`src/rtl/ib_ram_preload_ctrl.sv`:
```
// ib_ram_preload_ctrl
//   Streams IB-LUT entries from a valid/ready source into the GP1 and/or GP2
//   column-banked RAMs. A load walks GP1 (if selected) then GP2 (if selected),
//   writing one entry per accepted beat. The address is {row, col_sel}, so the
//   column bank advances fastest.
//
// Ports
//   sys_clk, rst          clock, asynchronous active-high reset
//   load_start            start pulse, only honoured in IDLE
//   load_gp_mask[1:0]     groups to load (bit0 GP1, bit1 GP2), sampled with load_start
//   load_abort            abandon the load in progress (ignored in IDLE/DONE)
//   lut_data/valid/ready  entry stream; ready is a pure state decode
//   gp1_wr_*, gp2_wr_*    registered RAM write ports (addr/data hold when en=0)
//   busy                  high from the cycle after start until done completes
//   load_done             single-cycle completion pulse
module ib_ram_preload_ctrl #(
  parameter int QUAN_SIZE         = 4,
  parameter int GP1_COL_SEL_WIDTH = 2,
  parameter int GP2_COL_SEL_WIDTH = 4
) (
  input  logic                                       sys_clk,
  input  logic                                       rst,
  input  logic                                       load_start,
  input  logic [1:0]                                 load_gp_mask,
  input  logic                                       load_abort,
  input  logic [QUAN_SIZE-1:0]                       lut_data,
  input  logic                                       lut_valid,
  output logic                                       lut_ready,
  output logic                                       gp1_wr_en,
  output logic [QUAN_SIZE+GP1_COL_SEL_WIDTH-1:0]     gp1_wr_addr,
  output logic [QUAN_SIZE-1:0]                       gp1_wr_data,
  output logic                                       gp2_wr_en,
  output logic [QUAN_SIZE+GP2_COL_SEL_WIDTH-1:0]     gp2_wr_addr,
  output logic [QUAN_SIZE-1:0]                       gp2_wr_data,
  output logic                                       busy,
  output logic                                       load_done
);

  localparam int GP1_RAM_ADDR_WIDTH = QUAN_SIZE + GP1_COL_SEL_WIDTH;
  localparam int GP2_RAM_ADDR_WIDTH = QUAN_SIZE + GP2_COL_SEL_WIDTH;
  localparam int GP1_VN_LOAD_CYCLE  = 2 ** GP1_RAM_ADDR_WIDTH;
  localparam int GP2_VN_LOAD_CYCLE  = 2 ** GP2_RAM_ADDR_WIDTH;

  // The shared counter is sized for the larger (GP2) address space.
  localparam logic [GP2_RAM_ADDR_WIDTH-1:0] GP1_LAST = GP2_RAM_ADDR_WIDTH'(GP1_VN_LOAD_CYCLE - 1);
  localparam logic [GP2_RAM_ADDR_WIDTH-1:0] GP2_LAST = GP2_RAM_ADDR_WIDTH'(GP2_VN_LOAD_CYCLE - 1);

  typedef enum logic [1:0] {
    S_IDLE     = 2'd0,
    S_LOAD_GP1 = 2'd1,
    S_LOAD_GP2 = 2'd2,
    S_DONE     = 2'd3
  } state_e;

  state_e                          state_q, state_d;
  logic [GP2_RAM_ADDR_WIDTH-1:0]   cnt_q, cnt_d;
  logic [1:0]                      mask_q, mask_d;
  logic                            w1_en_q, w1_en_d, w2_en_q, w2_en_d;
  logic [GP1_RAM_ADDR_WIDTH-1:0]   w1_addr_q, w1_addr_d;
  logic [GP2_RAM_ADDR_WIDTH-1:0]   w2_addr_q, w2_addr_d;
  logic [QUAN_SIZE-1:0]            w1_data_q, w1_data_d, w2_data_q, w2_data_d;
  logic                            hs;

  assign lut_ready = (state_q == S_LOAD_GP1) || (state_q == S_LOAD_GP2);
  assign hs        = lut_valid & lut_ready;

  always_comb begin
    state_d   = state_q;
    mask_d    = mask_q;
    w1_en_d   = 1'b0;
    w2_en_d   = 1'b0;
    w1_addr_d = w1_addr_q;
    w1_data_d = w1_data_q;
    w2_addr_d = w2_addr_q;
    w2_data_d = w2_data_q;
    case (state_q)
      S_IDLE: begin
        if (load_start) begin
          mask_d = load_gp_mask;
          if (load_gp_mask[0])      state_d = S_LOAD_GP1;
          else if (load_gp_mask[1]) state_d = S_LOAD_GP2;
          else                      state_d = S_DONE;
        end
      end
      S_LOAD_GP1: begin
        // Abort wins over a same-cycle beat: that beat is dropped.
        if (load_abort) begin
          state_d = S_IDLE;
        end else if (hs) begin
          w1_en_d   = 1'b1;
          w1_addr_d = cnt_q[GP1_RAM_ADDR_WIDTH-1:0];
          w1_data_d = lut_data;
          if (cnt_q == GP1_LAST) state_d = mask_q[1] ? S_LOAD_GP2 : S_DONE;
        end
      end
      S_LOAD_GP2: begin
        if (load_abort) begin
          state_d = S_IDLE;
        end else if (hs) begin
          w2_en_d   = 1'b1;
          w2_addr_d = cnt_q;
          w2_data_d = lut_data;
          if (cnt_q == GP2_LAST) state_d = S_DONE;
        end
      end
      default: state_d = S_IDLE;
    endcase

    // Any state change restarts the beat count, so GP2 begins at address 0
    // and an abort leaves the counter clear.
    cnt_d = cnt_q;
    if (state_d != state_q) cnt_d = '0;
    else if (hs)            cnt_d = cnt_q + 1'b1;
  end

  always_ff @(posedge sys_clk or posedge rst) begin
    if (rst) begin
      state_q   <= S_IDLE;
      cnt_q     <= '0;
      mask_q    <= '0;
      w1_en_q   <= 1'b0;
      w2_en_q   <= 1'b0;
      w1_addr_q <= '0;
      w2_addr_q <= '0;
      w1_data_q <= '0;
      w2_data_q <= '0;
    end else begin
      state_q   <= state_d;
      cnt_q     <= cnt_d;
      mask_q    <= mask_d;
      w1_en_q   <= w1_en_d;
      w2_en_q   <= w2_en_d;
      w1_addr_q <= w1_addr_d;
      w2_addr_q <= w2_addr_d;
      w1_data_q <= w1_data_d;
      w2_data_q <= w2_data_d;
    end
  end

  assign gp1_wr_en   = w1_en_q;
  assign gp1_wr_addr = w1_addr_q;
  assign gp1_wr_data = w1_data_q;
  assign gp2_wr_en   = w2_en_q;
  assign gp2_wr_addr = w2_addr_q;
  assign gp2_wr_data = w2_data_q;
  assign busy        = (state_q != S_IDLE);
  assign load_done   = (state_q == S_DONE);

endmodule

```
`config.mk`:
```
export PLATFORM = sky130hd
export DESIGN_NAME = ib_ram_preload_ctrl
export DESIGN_NICKNAME = d
export VERILOG_FILES = /design/src/rtl/ib_ram_preload_ctrl.sv
export SDC_FILE = /design/constraint.sdc
export NUM_CORES = 1
export LEC_CHECK = 0
export BUFFER_PORTS_ARGS = -buffer_cell sky130_fd_sc_hd__buf_4
export CAP_MARGIN = 10
export CORE_MARGIN = 2
export CORE_UTILIZATION = 50
export DETAILED_ROUTE_END_ITERATION = 8
export PLACE_DENSITY = 0.76
export SYNTH_ARGS = -nofsm -noshare
export SYNTH_HDL_FRONTEND = slang
export SYNTH_SLANG_ARGS = --single-unit
```
`constraint.sdc`:
```
create_clock -name sys_clk -period 2.6 [get_ports sys_clk]
set_input_delay 0.39 -clock sys_clk [delete_from_list [all_inputs] [get_ports sys_clk]]
set_output_delay 0.39 -clock sys_clk [all_outputs]
set_load 0.03 [all_outputs]
```
---- Word-level counts from Yosys, hierarchy flattened ----
Cells that the tools add are included.
W data, S select, Z words.
operators by class
  add/sub/neg operators ................... 1
  equality and inequality tests ........... 6
  mux-type cells .......................... 17
  bitwise gates (word level) .............. 2
  reductions and logical operators ........ 7
operator list
  kind                   number
  $mux W2                8
  $mux W8                2
  $add A8 B1 Y8 const B  1
  $eq A8 B6 Y1 const B   1
  $eq A8 B8 Y1 const B   1
  $mux W1                6
  $pmux W2 S3            1
  $reduce_and A3 Y1      2
  $eq A2 B2 Y1 const B   2
  $reduce_bool A2 Y1     2
  $eq A2 B1 Y1 const B   1
  $logic_not A2 Y1       1
  $ne A2 B2 Y1           1
  $reduce_and A2 Y1      1
  $and A1 B1 Y1          1
  $logic_or A1 B1 Y1     1
  $not A1 Y1             1
word-level totals
  register bits after elaboration ......... 36
  output and inout bits ................... 27
  logic and storage cells ................. 42

---- Depth between registers and ports, before layout ----
  word-level depth ........................ 8
  gate-level depth with buffers ........... 8
  mapped depth without buffers ............ 7

---- Worst setup path after synthesis ----
OpenSTA, ideal clock, no wires.
  kind .................................... register to register
  from .................................... register state_q[1]
  to ...................................... register cnt_q[5]
  arrival time ............................ 2.324 ns
  setup slack ............................. 0.196 ns
  stages on the path, launching flop included .. 8
  buffers on the path ..................... 0
  path through ............................ dfrtp_1 inv_1 ha_1 nand4_2 or3_1 a41o_1 mux2_4 nor3b_2
between the ends
  cells in the longest elaborated chain, start to end .. 8
RTL lines
  item                                                  RTL line  text
  from (decl)                                           55        state_e state_q, state_d;
  from (signal assigned)                                128       state_q <= state_d;
  $eq A2 B1 Y1 / $eq A2 B2 Y1 (equally long branches)   64        assign lut_ready = (state_q == S_LOAD_GP1) || (state_q == S_LOAD_GP2);
  $logic_or A1 B1 Y1 (*)                                64
  named net lut_ready                                   28        output logic lut_ready,
  $and A1 B1 Y1 (*)                                     65        assign hs = lut_valid & lut_ready;
  $mux W2 (on tied branches)                            99, 89
  $mux W2 (on tied branches)                            97, 87
  $pmux W2 S3                                           76        case (state_q)
  $ne A2 B2 Y1                                          112       if (state_d != state_q) cnt_d = '0;
  $mux W8 / $reduce_bool A2 Y1 (equally long branches)  --
  to (signal assigned)                                  129       cnt_q <= cnt_d;
  to (decl)                                             56        logic [GP2_RAM_ADDR_WIDTH-1:0] cnt_q, cnt_d;
The timed path passes the listed nets; every way through them passes the cells marked *.
A chain may end at the register's enable or synchronous reset.

---- Worst setup path after layout ----
  from .................................... register state_q[0]
  to ...................................... register cnt_q[1]
between the ends
  cells in the longest elaborated chain, start to end .. 8
RTL lines
  item                                                  RTL line
  $eq A2 B1 Y1 / $eq A2 B2 Y1 (equally long branches)   64, 76
  $logic_or A1 B1 Y1                                    64
  $and A1 B1 Y1                                         65
  $mux W2 (on tied branches)                            99, 89
  $mux W2 (on tied branches)                            97, 87
  $pmux W2 S3                                           76
  $ne A2 B2 Y1                                          112
  $mux W8 / $reduce_bool A2 Y1 (equally long branches)  --
Parallel ways exist; a longest one is shown, timed or not.

==> summary.txt <==
Synth
  • Netlist Area Pre-Place: 0.00173 sq mm
  • Number of synthesized register bits: 35
  • Main flop type after synthesis: dfrtp_1
  • Post-synth ARST share: 1.00
  • Post-synth EDFFs: 0
  • Yosys top cell by area: dfrtp_1
  • Sequential fraction of the synthesis area: 0.507
  • Ys Warns: 0
  • Gate Count Post-Synth: 145
  • Most frequently used cell type in the post-synthesis netlist: dfrtp_1
  • Synth cell types: 37
  • Area contributors post-synth: dfrtp_1 (51%), mux2_2 (12%), nor3b_2 (5.8%), ha_1 (3.6%), nand2_1 (2.4%)
  • Top cell type's share of synthesized area: 0.507
  • Syn nets: 161
  • Post-Synthesis Mean Instance Area: 11.9 sq um
  • Most frequent cells after synthesis: dfrtp_1 (35), mux2_2 (18), nand2_1 (11), inv_1 (9), nor3b_2 (8)

Worst setup path
  • WS Path Type: reg2reg
  • R2R Setup Slk: 160 ps
  • CP Launch Point: state_q[0]$_DFF_PP0_
  • Reg-to-Reg End: cnt_q[1]$_DFFE_PP0P_
  • R2R depth: 7
  • Startpoint Class: register
  • Worst path required time: 2870 ps
  • CP max FO: 8
  • Worst Setup EP: cnt_q[1]$_DFFE_PP0P_
  • Critical Path End Type: register
  • Crit path arrival time: 2710 ps
  • Reg-to-reg startpoint: state_q[0]$_DFF_PP0_

Placed design
  • Dpl cells: 226
  • Routability cong.: 0.772
  • DPL Wire Length: 2430 microns
  • Port Buf Inserts: 37

Hold path
  • Hold Path Class: in2async

GRT
  • Initial antenna violation count: 0
  • First-pass GRT wire length: 5440 microns
  • Busiest grt layer: met2
  • Vias in the first global route: 1216
  • Gr ovfl total: 0
  • Met1 Use GR: 0.207
  • Met2 Use GR: 0.308
  • GRT Util Overall: 0.178
  • Largest net degree at the start of global routing: 36
  • M3 GR Usage: 0.0523

CTS
  • CTS tree: yes
  • H-tree depth: 2
  • Post-CTS Hold Buffers: 0
  • TritonCTS buffer count: 5
  • Sink Count: 35
  • Clk root buf: clkbuf_4
  • Clk_lat worst skew: 340 ps
  • Setup Buffers After CTS: 0
  • # resized after CTS: 0
  • Clock Path Buffers: 2
  • Clock transition at path regs: 110 ps

Cells and area
  • Filler cells: 284
  • Area Growth Syn to Fin: 22.5%
  • Fin util: 0.634
  • ANT cells: 0
  • Share of cells above drive strength 1: 0.396
  • Non-Filler Instances: 233
  • Nets: 203

Timing
  • Final slew viol count: 0
  • Setup Viol. Count Final: 0
  • Final Critical Period: 2440 ps
  • Fmax: 410 MHz
  • Max-slew headroom: 0.597
  • Worst-margin pin slew: 603 ps
  • RSZ-0062 raised after global routing: false
  • Final setup TNS: 0 ps
  • Hold Vio Cnt, Final: 0
  • Clock skew: 14.6 ps
  • Tcrit/Tclk final: 0.939

Floorplanning
  • Core area: 0.00334 sq mm
  • Chip Height: 62.8 microns
  • Boundary Pins: 38
  • Die W: 62.8 microns
  • Die area: 0.00394 sq mm
  • Cell Rows: 21
  • Initial Utilization: 0.517

Outcome
  • Status: finished, final reports clean

Drt
  • Via count: 1236
  • Detailed-router iteration count before antenna repair: 4
  • DRT antenna net count: 0
  • DR iter-0 viols: 73
  • DRC violations left: 0
  • Wire per inst: 14.1 microns
  • DR vias/cell: 5.30
  • Total Wirelength: 3280 microns

Pwr
  • Lkg Pwr: 0.00104 uW
  • Overall power: 1950 uW
  • Maximum VDD drop: 0.572 mV
  • Power density over the cells: 920 mW/mm^2

Job
  • Max-Cap Viols: 0
## through the flow
step | worst slack [ps] | hold slack (ps) | area [sq um]
6_report | 158 | 148 | 2110
5_1_grt | 53.9 | 159 | 2110
4_1_cts | 127 | 146 | 2110
3_5_place_dp | 154 | 484 | 2060
3_3_place_gp | 309 | 464 | 2060
2_1_floorplan | 196 | 508 | 1730
## cells in the final DEF, fill, tap and decap left out, drive strengths merged, types with 2 or more instances in the layout
cell type,n
a21oi,4
a31oi,2
a41oi,2
buf,38
clkbuf,6
dfrtp,35
ha,5
inv,9
mux2,22
mux2i,2
nand2,11
nand3,6
nor2,7
nor3b,8
o21ai,3
o21bai,2
or2,2
xnor2,3
xor2,4
## power by group
group | total, uW | internal, uW | switching (uW)
Clock | 296 | 125 | 171
Combinational | 920 | 382 | 538
Sequential | 730 | 651 | 78.4
Total | 1950 | 1160 | 787
## registers in the layout, summed over array words and instances, names as in the netlist
| name | cells |
|---|---|
| cnt_q | 8 |
| gp2_wr_addr | 8 |
| gp1_wr_addr | 6 |
| gp1_wr_data | 4 |
| gp2_wr_data | 4 |
| state_q | 2 |
| gp1_wr_en | 1 |
| gp2_wr_en | 1 |
| mask_q | 1 |
## how the worst min path moves through the flow
| stage | end | cells past startpoint | slack, ps | from |
|---|---|---|---|---|
| floorplan | mask_q[1]$_DFFE_PP0P_ | 1 | 510 | mask_q[1]$_DFFE_PP0P_ |
| global placement | gp2_wr_addr[3]$_DFFE_PP0P_ | 2 | 460 | gp2_wr_addr[3]$_DFFE_PP0P_ |
| detailed placement | gp1_wr_addr[3]$_DFFE_PP0P_ | 2 | 480 | gp1_wr_addr[3]$_DFFE_PP0P_ |
| CTS | state_q[1]$_DFF_PP0_ | 3 | 150 | rst |
| global route | gp1_wr_en$_DFF_PP0_ | 3 | 160 | rst |
| finish | cnt_q[0]$_DFFE_PP0P_ | 3 | 150 | rst |
## routing by layer
layer / vias up / share of wire
met5: - / 0
met4: 0 / 0.017
met3: 6 / 0.044
met2: 26 / 0.51
met1: 602 / 0.43
li1: 602 / -
## critical path: stages, from the launching register on
cell and delay (ps):
dfrtp_1 430, inv_1 120, ha_1 400, nand4_2 190, or3_1 440, a41o_1 240, mux2_4 340, nor3b_2 210
## cell families (layout without fill, tap and decap cells)
logic type,after synthesis,after routing,share of synthesized area
multiplexers,24,24,0.157
XOR/XNOR,7,7,0.0355
adder cells (fa/ha/maj),5,5,0.0362
AND/OR/NAND/NOR,44,44,0.167
AO/OA/AOI/OAI,18,18,0.0696
buffers and inverters,12,54,0.0268
flip-flops,35,35,0.507
## cell type report
| class | instances | area (sq um) | share of cell area |
|---|---|---|---|
| clock buffers | 6 | 51.3 | 0.0243 |
| clock inverters | 1 | 5.00 | 0.00237 |
| flip-flops and latches | 35 | 877 | 0.415 |
| multi-input cells | 98 | 805 | 0.380 |
| inverters | 9 | 33.8 | 0.0160 |
| well taps | 46 | 57.6 | 0.0272 |
| repair buffers | 38 | 285 | 0.135 |
Note: power is estimated with default switching activity, not from simulation.
